File: src/rtl/formula_pkg.sv
// Shared constants for the start-light sequencer: FSM state encodings and LFSR seed/taps.
package formula_pkg;

  localparam logic [2:0] ST_IDLE   = 3'd0;
  localparam logic [2:0] ST_FILL   = 3'd1;
  localparam logic [2:0] ST_HOLD   = 3'd2;
  localparam logic [2:0] ST_TIMING = 3'd3;
  localparam logic [2:0] ST_FAULT  = 3'd4;

  typedef enum logic [2:0] {
    IDLE   = ST_IDLE,
    FILL   = ST_FILL,
    HOLD   = ST_HOLD,
    TIMING = ST_TIMING,
    FAULT  = ST_FAULT
  } state_e;

  localparam int          LFSR_W    = 16;
  localparam logic [15:0] LFSR_SEED = 16'hACE1;
  // Taps 16,14,13,11 expressed as a mask over bits [15:0].
  localparam logic [15:0] LFSR_TAPS = 16'hB400;

endpackage

File: src/rtl/lfsr_fib.sv
// Fibonacci LFSR, shifts left with XOR of tapped bits fed into bit 0.
// A zero state (unreachable from a nonzero seed) is forced back to the seed.
module lfsr_fib
  import formula_pkg::*;
#(
  parameter int               WIDTH = LFSR_W,
  parameter logic [WIDTH-1:0] SEED  = WIDTH'(LFSR_SEED),
  parameter logic [WIDTH-1:0] TAPS  = WIDTH'(LFSR_TAPS)
) (
  input  logic             clk,
  input  logic             rst_n,
  input  logic             en,
  output logic [WIDTH-1:0] q
);

  logic [WIDTH-1:0] q_q;
  logic             fb_d;

  assign fb_d = ^(q_q & TAPS);
  assign q    = q_q;

  always_ff @(posedge clk) begin
    if (!rst_n) begin
      q_q <= SEED;
    end else if (q_q == '0) begin
      q_q <= SEED;
    end else if (en) begin
      q_q <= {q_q[WIDTH-2:0], fb_d};
    end
  end

endmodule

File: src/rtl/formula_seq_ctrl.sv
// Start-light sequencer: fill lights per tick, random hold, lights out, then time the reaction.
// All outputs registered; react in FILL/HOLD is a false start that parks in FAULT until re-triggered.
module formula_seq_ctrl
  import formula_pkg::*;
#(
  parameter int NUM_LEDS  = 10,
  parameter int RAND_BITS = 6,
  parameter int MIN_DELAY = 8,
  parameter int RT_W      = 12
) (
  input  logic                clk,
  input  logic                rst_n,
  input  logic                tick,
  input  logic                trigger,
  input  logic                react,
  output logic [NUM_LEDS-1:0] ledr,
  output logic                busy,
  output logic                lights_out,
  output logic                react_valid,
  output logic [RT_W-1:0]     react_time,
  output logic                false_start
);

  localparam int DLY_W = $clog2(MIN_DELAY + (1 << RAND_BITS));

  state_e              state_q;
  logic [NUM_LEDS-1:0] ledr_q;
  logic                busy_q;
  logic                lights_out_q;
  logic                react_valid_q;
  logic [RT_W-1:0]     react_time_q;
  logic                false_start_q;
  logic                fault_ph_q;
  logic [DLY_W-1:0]    delay_cnt_q;
  logic [RT_W-1:0]     rt_cnt_q;

  logic [LFSR_W-1:0]   lfsr;
  logic [DLY_W-1:0]    delay_load_d;
  logic                unused_lfsr_bits;

  lfsr_fib #(
    .WIDTH (LFSR_W),
    .SEED  (LFSR_SEED),
    .TAPS  (LFSR_TAPS)
  ) u_lfsr (
    .clk   (clk),
    .rst_n (rst_n),
    .en    (1'b1),
    .q     (lfsr)
  );

  assign delay_load_d     = DLY_W'(MIN_DELAY) + DLY_W'(lfsr[RAND_BITS-1:0]);
  assign unused_lfsr_bits = ^lfsr[LFSR_W-1:RAND_BITS];

  assign ledr        = ledr_q;
  assign busy        = busy_q;
  assign lights_out  = lights_out_q;
  assign react_valid = react_valid_q;
  assign react_time  = react_time_q;
  assign false_start = false_start_q;

  always_ff @(posedge clk) begin
    if (!rst_n) begin
      state_q       <= IDLE;
      ledr_q        <= '0;
      busy_q        <= 1'b0;
      lights_out_q  <= 1'b0;
      react_valid_q <= 1'b0;
      react_time_q  <= '0;
      false_start_q <= 1'b0;
      fault_ph_q    <= 1'b0;
      delay_cnt_q   <= '0;
      rt_cnt_q      <= '0;
    end else begin
      lights_out_q  <= 1'b0;
      react_valid_q <= 1'b0;
      case (state_q)
        IDLE: begin
          if (trigger) begin
            state_q <= FILL;
            ledr_q  <= '0;
            busy_q  <= 1'b1;
          end
        end
        FILL: begin
          if (react) begin
            state_q       <= FAULT;
            busy_q        <= 1'b0;
            false_start_q <= 1'b1;
            fault_ph_q    <= 1'b0;
          end else if (tick) begin
            ledr_q <= {ledr_q[NUM_LEDS-2:0], 1'b1};
            if (&ledr_q[NUM_LEDS-2:0]) begin
              state_q     <= HOLD;
              delay_cnt_q <= delay_load_d;
            end
          end
        end
        HOLD: begin
          if (react) begin
            state_q       <= FAULT;
            busy_q        <= 1'b0;
            false_start_q <= 1'b1;
            fault_ph_q    <= 1'b0;
          end else if (tick) begin
            delay_cnt_q <= delay_cnt_q - DLY_W'(1);
            if (delay_cnt_q == DLY_W'(1)) begin
              state_q      <= TIMING;
              ledr_q       <= '0;
              lights_out_q <= 1'b1;
              rt_cnt_q     <= '0;
            end
          end
        end
        TIMING: begin
          // A same-cycle tick is dropped so the reported time is the pre-increment count.
          if (react) begin
            state_q       <= IDLE;
            busy_q        <= 1'b0;
            react_time_q  <= rt_cnt_q;
            react_valid_q <= 1'b1;
          end else if (tick) begin
            if (&rt_cnt_q) begin
              state_q       <= IDLE;
              busy_q        <= 1'b0;
              react_time_q  <= '1;
              react_valid_q <= 1'b1;
            end else begin
              rt_cnt_q <= rt_cnt_q + RT_W'(1);
            end
          end
        end
        FAULT: begin
          if (trigger) begin
            state_q       <= FILL;
            ledr_q        <= '0;
            busy_q        <= 1'b1;
            false_start_q <= 1'b0;
          end else if (tick) begin
            ledr_q     <= fault_ph_q ? '0 : '1;
            fault_ph_q <= ~fault_ph_q;
          end
        end
        default: begin
          state_q <= IDLE;
          busy_q  <= 1'b0;
        end
      endcase
    end
  end

endmodule
File: config.mk
export PLATFORM = sky130hd
export DESIGN_NAME = formula_seq_ctrl
export DESIGN_NICKNAME = d
export VERILOG_FILES = /design/src/rtl/formula_pkg.sv /design/src/rtl/lfsr_fib.sv /design/src/rtl/formula_seq_ctrl.sv
export SDC_FILE = /design/constraint.sdc
export NUM_CORES = 1
export LEC_CHECK = 0
export CORE_ASPECT_RATIO = 1.2
export CORE_MARGIN = 3
export CORE_UTILIZATION = 56
export DETAILED_ROUTE_END_ITERATION = 10
export GPL_TIMING_DRIVEN = 0
export PLACE_DENSITY = 0.86
export SYNTH_ARGS = -nofsm -noshare
export SYNTH_HDL_FRONTEND = slang
export SYNTH_SLANG_ARGS = --single-unit
export TNS_END_PERCENT = 30
File: constraint.sdc
create_clock -name clk -period 1.99 [get_ports clk]
set_clock_uncertainty 0.1 [all_clocks]
set_input_delay 0.398 -clock clk [delete_from_list [all_inputs] [get_ports clk]]
set_output_delay 0.398 -clock clk [all_outputs]
set_load 0.005 [all_outputs]
==> results.md, run 1 <==
- Unique masters post-synth: 54
- Seq pwr share: between 30% and 40%
- Crit path cell chain: nor3_2 -> nand4_4 -> nor2_2 -> or2_1 -> buf_2 -> o221a_2
- Reg-to-reg critical path endpoint: ledr[2]
- Crit path launch type: register
- Clk buf depth: 2
- Nets: roughly 370
- Adder-cell share of the synthesized area: under 10%
- # DRC: 0
- Final hold violations: 0
- RSZ-0062 raised after global routing: true
- Vias in the first global route: between 2k and 3k
- R2R setup slack: 0.02 ns
- HP Class: register to register
- Yosys reg bits: 65
- CTS Buf Count: 9
- Period minus WS final: around 2 ns
- Fraction of registers with async set/reset: 0%
- Area leader, netlist: dfxtp_1
- R2R depth: 6
- Antenna cells: 0
- GRT Total Usage: between 20% and 30%
- Register area share after synthesis: ~44%
- Final GP Congestion: just under 0.9
- Post-synth net total: ~330
- DIE HEIGHT: 85.7 microns
- Avg Vias per Cell: 6.27
- Worst R2R Start: delay_cnt_q[4]
- Setup crit end kind: register
- CTS tree: done
- DRT antenna net count: 0
- Synth top area share: 43.9%
- IO Pins: 31
- First-pass GRT wire length: ~11,000 microns
- Fillers: 360
- Core area: approximately 0.005 sq mm
- Worst-margin pin slew: about 0.6 ns
- Max-slew violations: 0
- Kind of critical path: register to register
- CP Max Fanout: 10
- Setup TNS: 0 ns
- Synth-to-Final Area Change: 24.8%
- Worst Hold Launch: u_lfsr.q[12]
- Cts-stage hold buffer count: 0
- Pint: about 3.1 mW
- Clock sink count: 65
- Mapped Area: approximately 0.0030 sq mm
- Die width: ~72 microns
- Worst-path clk slew: around 0.080 ns
- H-tree lvl count: 3
- Gr ovfl total: 0
- Synth cell count leaders: dfxtp_1 (65), nor2_1 (24), o221a_2 (23)
- Initial DRT Pass Iterations: 5
- Routed Wire Length: ~7100 microns
- Critical Path AT: around 2.2 ns
- Via count: ~2.7k
- Proportion of synthesized area in mux cells: less than 1%
- Power per cell area: 1130 mW/mm^2
- Sw power: around 1.1 mW
- Top FF cell, synth: dfxtp_1
- EDFF count, synth: 0
- Largest family of logic cells by synthesized area: simple AND/OR/NAND/NOR gates
- Combinational share of power: a little under a quarter
- Row Count: 28
- Leakage power total: 1.30 nW
- Initial DRC count: 227
- Fmax: between 500 and 600 MHz
- Synth Warn #: 0
- Hold slack: roughly 0.34 ns
- Top-count cell post-synth: dfxtp_1
- Final Cycle Share: between 90% and 100%
- Worst path max stage delay: 0.38 ns
- Maximum VDD drop: approximately 900 uV
- Outcome: finished clean
- Sw Share: 27.3%
- Worst Hold Depth: 2
- Dpl hpwl: 4860 microns
- Synth Area in Compound Gates: between 20% and 30%
- Largest net degree at the start of global routing: 13
- Worst-Skew Late Latency: roughly 0.35 ns
- CP bufs+invs: 1
- Average cell area after synthesis: roughly 9.3 sq um
- Share of post-route cells with drive strength above 1: 21.2%
- Die area: ~0.0062 sq mm
- Initial core utilization: around three fifths
- Synth Instances: 318
- Simple-Gate Fraction of Synth Area: about a quarter
- Max_slew headroom: 60.7%
- Top Family by Delay on Critical Path: simple AND/OR/NAND/NOR gates
- Post-synthesis xor/xnor area fraction: approximately 3.0%
- Synth top area cells: dfxtp_1 (44%), o221a_2 (8.7%), and2_1 (3.8%)
- Final setup violation count: 0
- Maxcap violations: 0
- Antenna violations before repair: 0
- Clk pwr share: approximately two fifths
- Wirelength per Cell: 16.8 microns
- Hold endpoint: u_lfsr.q[13]
- Clock root buffer: clkbuf_8
- Critical path required time: 2.18 ns
- Slowest-stage cell, CP: nor3_2
- IO Port Bufs: 29
worst max-delay path by stage:
stage / start / endpoint / cells past startpoint
finish: delay_cnt_q[4] / ledr[2] / 6
global placement: react / ledr[4] / 7
CTS: rt_cnt_q[7] / state_q[0] / 6
global route: state_q[0] / delay_cnt_q[4] / 6
floorplan: rt_cnt_q[6] / state_q[0] / 7
detailed placement: react / ledr[2] / 7
tightest hold or removal path, cell delays in order, from the launching register on:
cell and delay (ns):
dfxtp_1 0.31, inv_1 0.06, nand2_1 0.05
layer usage:
metal	global-route usage, %	share of wire, %	up-vias
li1	-	-	1262
met1	26.2	41	1284
met2	41.5	52	90
met3	4.81	4.8	23
met4	13.6	3.0	0
met5	0	0	-
cell type report:
type                            count  area, sq um  share of cell area, %
Clock inverter                      7          166                   4.49
Timing Repair Buffer               32          313                   8.45
Clock buffer                        9          124                   3.34
Sequential cell                    65         1300                   35.2
Inverter                           11         41.3                   1.11
Buffer                             19         92.6                   2.50
Tap cell                           60         75.1                   2.03
Multi-Input combinational cell    221         1590                   42.9
flip-flops by register name, summed over array words and instances (netlist names):
register     count
lights_out       1
react_valid      1
ledr            10
u_lfsr.q        16
rt_cnt_q        12
fault_ph_q       1
state_q          3
react_time      12
false_start      1
busy             1
delay_cnt_q      7
cells in the final DEF, fill, tap and decap left out, types with 3 or more instances in the layout:
cell type         n
clkbuf_1          8
nand4_1           7
dfxtp_1          63
nor4_1            5
buf_4             5
nand3_1          10
o221a_2          23
and2_1           18
a211o_1           3
inv_1            11
a21oi_1          21
nor3_2            3
nor2_1           22
nor3_1           12
o21a_1            4
clkbuf_8          9
clkbuf_2          5
bufinv_16         5
ha_1              5
xnor2_1           9
nand2_1          15
o21ai_0          12
clkdlybuf4s50_1  29
nand2b_1          7
buf_2             3
cell families after synthesis:
family,after synthesis
AND/OR/NAND/NOR,121
AO/OA/AOI/OAI,83
flip-flops,65
buffers and inverters,32
XOR/XNOR,10
adder cells (fa/ha/maj),5
multiplexers,2
power by group through the flow:
| stage | clock, mW | combinational (mW) | sequential [mW] |
|---|---|---|---|
| final | 1.61 | 0.996 | 1.59 |
| after global routing | 1.67 | 1.08 | 1.61 |
| after CTS | 1.62 | 0.952 | 1.59 |
| after detailed placement | 0 | 0.930 | 1.62 |
| after global placement | 0 | 0.907 | 1.61 |
| after floorplan | 0 | 0.590 | 1.60 |
per-stage QoR:
| stage | power (mW) | cell area, sq um | util [%] | cells | setup slack, ns |
|---|---|---|---|---|---|
| after detailed placement | 2.55 | 3330 | 66.5 | 407 | -0.485 |
| after global routing | 4.36 | 3700 | 73.9 | 424 | -0.0800 |
| after CTS | 4.16 | 3640 | 72.7 | 423 | -0.0254 |
| after floorplan | 2.19 | 2970 | - | 318 | 0.210 |
| after global placement | 2.51 | 3330 | 66.5 | 407 | -0.468 |
| final | 4.19 | 3700 | 73.9 | 424 | 0.0181 |
timing repair:
item                                    4_1_cts  5_1_grt
pin swaps                                     1        1
hold endpoints to repair                      0        0
resized for setup                             5       18
endpoints found under the setup margin       30       42
buffers inserted                              1        2
No activity file was read; power rests on OpenSTA's default activity.
==> run 2: changes to the inputs <==
Settings changed: CAP_MARGIN set to 10, RECOVER_POWER set to 25, SKIP_LAST_GASP set to 1.
==> results.md, run 2 (same netlist as run 1, synthesis figures left out) <==
- Sw power: approximately 1.2 mW
- Share of post-route cells with drive strength above 1: 23.3%
- Clock root buffer: clkbuf_8
- DRT antenna net count: 0
- Crit path cell chain: buf_4 -> and3b_2 -> o41ai_4 -> buf_2 -> nor4_4 -> xnor2_1 -> nor2_1
- Fin worst setup slack: -0.00184 ns
- Final Cycle Share: 100%
- # DRC: 0
- Wirelength per Cell: between 15 and 20 microns
- Clk pwr share: approximately two fifths
- Antenna violations before repair: 0
- Worst-path clk slew: 0.08 ns
- Violated checks: setup timing
- CTS tree: done
- Max_slew headroom: roughly three fifths
- Initial DRT Pass Iterations: 5
- Worst path max stage delay: approximately 0.36 ns
- Final hold violations: 0
- Leakage power total: around 1.4 nW
- Max reg flops: 16
- Post-route cell area: between 0.003 and 0.004 sq mm
- Gr ovfl total: 0
- Setup crit end kind: register
- Critical Path AT: 2.10 ns
- HP Class: register to register
- Initial core utilization: between 50% and 60%
- Worst-margin pin slew: around 0.61 ns
- Fmax: approximately 500 MHz
- CP Max Fanout: 10
- Outcome: complete, but fails checks
- Worst-Skew Late Latency: 0.35 ns
- Combinational share of power: between 20% and 30%
- Clk buf depth: 2
- Sw Share: between 20 and 30%
- Initial DRC count: 264
- Period minus WS final: 1.99 ns
- Avg Vias per Cell: roughly 6.4
- Antenna cells: 0
- CP bufs+invs: 2
- Die width: around 72 microns
- Via count: about 2.7k
- Maxcap violations: 0
- Slowest-stage cell, CP: dfxtp_1
- Core area: approximately 0.005 sq mm
- DIE HEIGHT: about 86 microns
- GRT Total Usage: roughly a quarter
- IO Port Bufs: 29
- Critical path required time: roughly 2.1 ns
- First-pass GRT wire length: 11,400 microns
- Seq pwr share: between 30% and 40%
- Maximum VDD drop: 923 uV
- Pint: between 3 and 4 mW
- Row Count: 28
- Commonest cells after routing, fill and taps aside: dfxtp_1 (57), o221a_2 (23), nor2_1 (22), clkdlybuf4s50_1 (22), a21oi_1 (21)
- Top Family by Delay on Critical Path: simple AND/OR/NAND/NOR gates
- Synth-to-Final Area Change: 27.7%
- Vias in the first global route: ~2.5k
- Die area: 0.00621 sq mm
- IO Pins: 31
- Final setup violation count: 1
- CTS Buf Count: 9
- Power per cell area: 1110 mW/mm^2
- Cell Area, Placed: around 0.0033 sq mm
- Clock sink count: 65
- Max-slew violations: 0
- Largest net degree at the start of global routing: 13
- Crit path launch type: register
- Routed Wire Length: between 7000 and 8000 microns
- Final GP Congestion: 0.880
- Commonest non-fill, non-tap cell in the layout: dfxtp_1
- Fillers: between 300 and 400
- Final Core Density: ~76%
- Kind of critical path: register to register
- RSZ-0062 raised after global routing: true
- H-tree lvl count: 3
- Dpl hpwl: around 4900 microns
- Nets: ~370
- Post-Place Setup Slack: -0.485 ns
[run 2: cell count changes in the layout (fill, tap and decap cells not counted), sizes merged]
cell / change
dlygate4sd3: +7
clkbuf: +1
buf: +4
clkdlybuf4s50: -7
[run 2: timing repair]
action | 4_1_cts | 5_1_grt
pin swaps | 0 | 3
endpoints found under the setup margin | 30 | 42
buffers inserted | 1 | 6
resized for setup | 3 | 35
gates cloned | 0 | 1
hold buffers | 0 | 0
[run 2: worst paths after layout]
kind | startpoint | endpoint | slack (ns) | depth (start not counted)
setup reg to reg | state_q[2] | rt_cnt_q[5] | -0.002 | 7
hold reg to reg | u_lfsr.q[12] | u_lfsr.q[13] | 0.34 | 2
hold / removal | u_lfsr.q[12] | u_lfsr.q[13] | 0.34 | 2
setup / recovery | state_q[2] | rt_cnt_q[5] | -0.002 | 7
[run 2: metrics by stage]
step / hold WS [ns] / std cells / TNS [ns] / power [mW]
3_3_place_gp: 0.322 / 407 / -11.88 / 2.51
6_report: 0.341 / 429 / -0.00184 / 4.20
3_5_place_dp: 0.336 / 407 / -13.23 / 2.55
2_1_floorplan: 0.295 / 318 / 0 / 2.19
5_1_grt: 0.380 / 429 / -0.616 / 4.37
4_1_cts: 0.354 / 423 / -0.162 / 4.16
[run 2: power groups by stage]
stage / clock, mW / sequential, mW / combinational, mW
global route: 1.67 / 1.61 / 1.09
global placement: 0 / 1.61 / 0.907
detailed placement: 0 / 1.62 / 0.930
finish: 1.61 / 1.59 / 1.00
CTS: 1.62 / 1.59 / 0.952
floorplan: 0 / 1.60 / 0.590
[run 2: metal layers]
metal	vias up	global-route usage [%]	wire, microns
met5	-	0	0
met4	0	13.6	263
met3	28	4.81	382
met2	114	41.5	3900
met1	1326	26.2	2930
li1	1269	-	-
[run 2: area by class of cell]
type	instances	area, sq um	share of cell area [%]
Inverter	11	41.3	1.09
Tap cell	60	75.1	1.98
Multi-Input combinational cell	221	1620	42.7
Sequential cell	65	1320	34.9
Clock buffer	9	124	3.27
Clock inverter	7	166	4.39
Timing Repair Buffer	37	348	9.18
Buffer	19	95.1	2.51
[run 2: worst min-delay path, cell delays in order, from the launching register on]
cell     delay (ns)
dfxtp_1        0.31
inv_1          0.06
nand2_1        0.05
==> run 3: changes to the inputs <==
Settings changed: MAX_ROUTING_LAYER set to met4.
==> results.md, run 3 (same netlist as run 1, synthesis figures left out) <==
- Max-slew violations: 0
- Gr ovfl total: 0
- Largest net degree at the start of global routing: 13
- R2R setup slack: -0.002 ns
- Worst Hold Depth: 2
- Antenna cells: 0
- Final Cycle Share: 100%
- Reg-to-reg critical path endpoint: rt_cnt_q[5]
- Maximum VDD drop: a little over 900 uV
- Setup crit end kind: register
- Worst-margin pin slew: 0.603 ns
- Placed insts: ~410
- Die width: just over 70 microns
- Clk buf depth: 2
- Dpl hpwl: around 4900 microns
- Max reg flops: 16
- Critical path required time: approximately 2.1 ns
- R2R depth: 7
- # DRC: 0
- H-tree lvl count: 3
- Power per cell area: ~1100 mW/mm^2
- Leakage power total: approximately 1.3 nW
- Outcome: complete, but fails checks
- HP Class: register to register
- Worst R2R Start: state_q[2]
- Routed Wire Length: approximately 7500 microns
- CTS Buf Count: 9
- Antenna violations before repair: 0
- Synth-to-Final Area Change: 27.7%
- IO Pins: 31
- Final hold violations: 0
- Commonest non-fill, non-tap cell in the layout: dfxtp_1
- Row Count: 28
- Violated checks: setup timing
- Clock sink count: 65
- Cts-stage hold buffer count: 0
- Fin worst setup slack: -0.00182 ns
- Kind of critical path: register to register
- Post-Place Setup Slack: -0.485 ns
- Commonest cells after routing, fill and taps aside: dfxtp_1 (57), clkdlybuf4s50_1 (28), o221a_2 (23), nor2_1 (22), a21oi_1 (21)
- Nets: about 370
- Vias in the first global route: 2,517
- Critical Path AT: ~2.1 ns
- Max_slew headroom: between 50% and 60%
- Share of post-route cells with drive strength above 1: approximately a quarter
- CP Max Fanout: 10
- Worst-path clk slew: about 0.080 ns
- DIE HEIGHT: 85.7 microns
- CTS tree: done
- DRT antenna net count: 0
- Via count: between 2k and 3k
- Clock root buffer: clkbuf_8
- Initial DRC count: slightly below 300
- Initial DRT Pass Iterations: 7
- RSZ-0062 raised after global routing: true
- Final GP Congestion: slightly below 0.9
- GRT Total Usage: between 20 and 25%
- Period minus WS final: 1.99 ns
- Layout Cells excl Fill: between 400 and 500
- First-pass GRT wire length: ~11,000 microns
- Core area: roughly 0.005 sq mm
- Hold endpoint: u_lfsr.q[13]
- Fmax: 502 MHz
- Maxcap violations: 0
- Die area: a little over 0.006 sq mm
- Final setup violation count: 1
- Worst Hold Launch: u_lfsr.q[12]
- Wirelength per Cell: 17.5 microns
- Avg Vias per Cell: between 6 and 7
- Worst-Skew Late Latency: around 0.35 ns
- Crit path launch type: register
- IO Port Bufs: 29
- Initial core utilization: about 59%
-- run 3: repair_timing --
action                     4_1_cts  5_1_grt
gates cloned                     0        1
pin swaps                        0        3
buffers inserted                 1        6
gates resized for setup          3       35
setup endpoints to repair       30       44
-- run 3: power breakdown --
part / internal (mW) / leakage (nW) / switching [mW]
Clock: 1.09 / 0.140 / 0.524
Combinational: 0.511 / 0.657 / 0.497
Sequential: 1.45 / 0.536 / 0.138
Total: 3.05 / 1.33 / 1.16
-- run 3: critical path, stage by stage, from the launching register on --
cell and delay, ns:
dfxtp_1 0.36, buf_4 0.19, and3b_2 0.32, o41ai_4 0.11
buf_2 0.19, nor4_4 0.32, xnor2_1 0.19, nor2_1 0.07
-- run 3: area by class of cell --
type / count / area [sq um]
clock inverter: 7 / 166
buffer: 19 / 95.1
inverter: 11 / 41.3
tap: 60 / 75.1
timing repair buffer: 37 / 348
sequential: 65 / 1320
fill: 336 / 1220
multi-input combinational: 221 / 1620
clock buffer: 9 / 124
-- run 3: metrics by stage --
step,instance area [sq um],power (mW),hold slack (ns),setup TNS [ns],util [%]
2_1_floorplan,2970,2.19,0.295,0,-
5_1_grt,3790,4.37,0.380,-0.664,75.6
4_1_cts,3640,4.16,0.354,-0.162,72.6
3_3_place_gp,3330,2.51,0.322,-11.88,66.5
6_report,3790,4.21,0.345,-0.00182,75.6
3_5_place_dp,3330,2.55,0.336,-13.23,66.5
-- run 3: how the worst max path moves through the flow --
| stage | startpoint | end | slack [ns] | cells past startpoint |
|---|---|---|---|---|
| 2_1_floorplan | rt_cnt_q[6] | state_q[0] | 0.21 | 7 |
| 3_3_place_gp | react | ledr[4] | -0.47 | 7 |
| 3_5_place_dp | react | ledr[2] | -0.48 | 7 |
| 4_1_cts | rt_cnt_q[7] | state_q[0] | -0.03 | 6 |
| 5_1_grt | state_q[1] | state_q[1] | -0.07 | 6 |
| 6_report | state_q[2] | rt_cnt_q[5] | -0.002 | 7 |
-- run 3: per-layer routing --
metal	global-route usage (%)	wire length, microns	part of all wire [%]	vias to the layer above
met1	26.1	2950	39	1327
met4	13.6	262	3.5	0
li1	-	-	-	1268
met2	41.5	3900	52	111
met3	4.45	407	5.4	27
met5	-	0	0	-
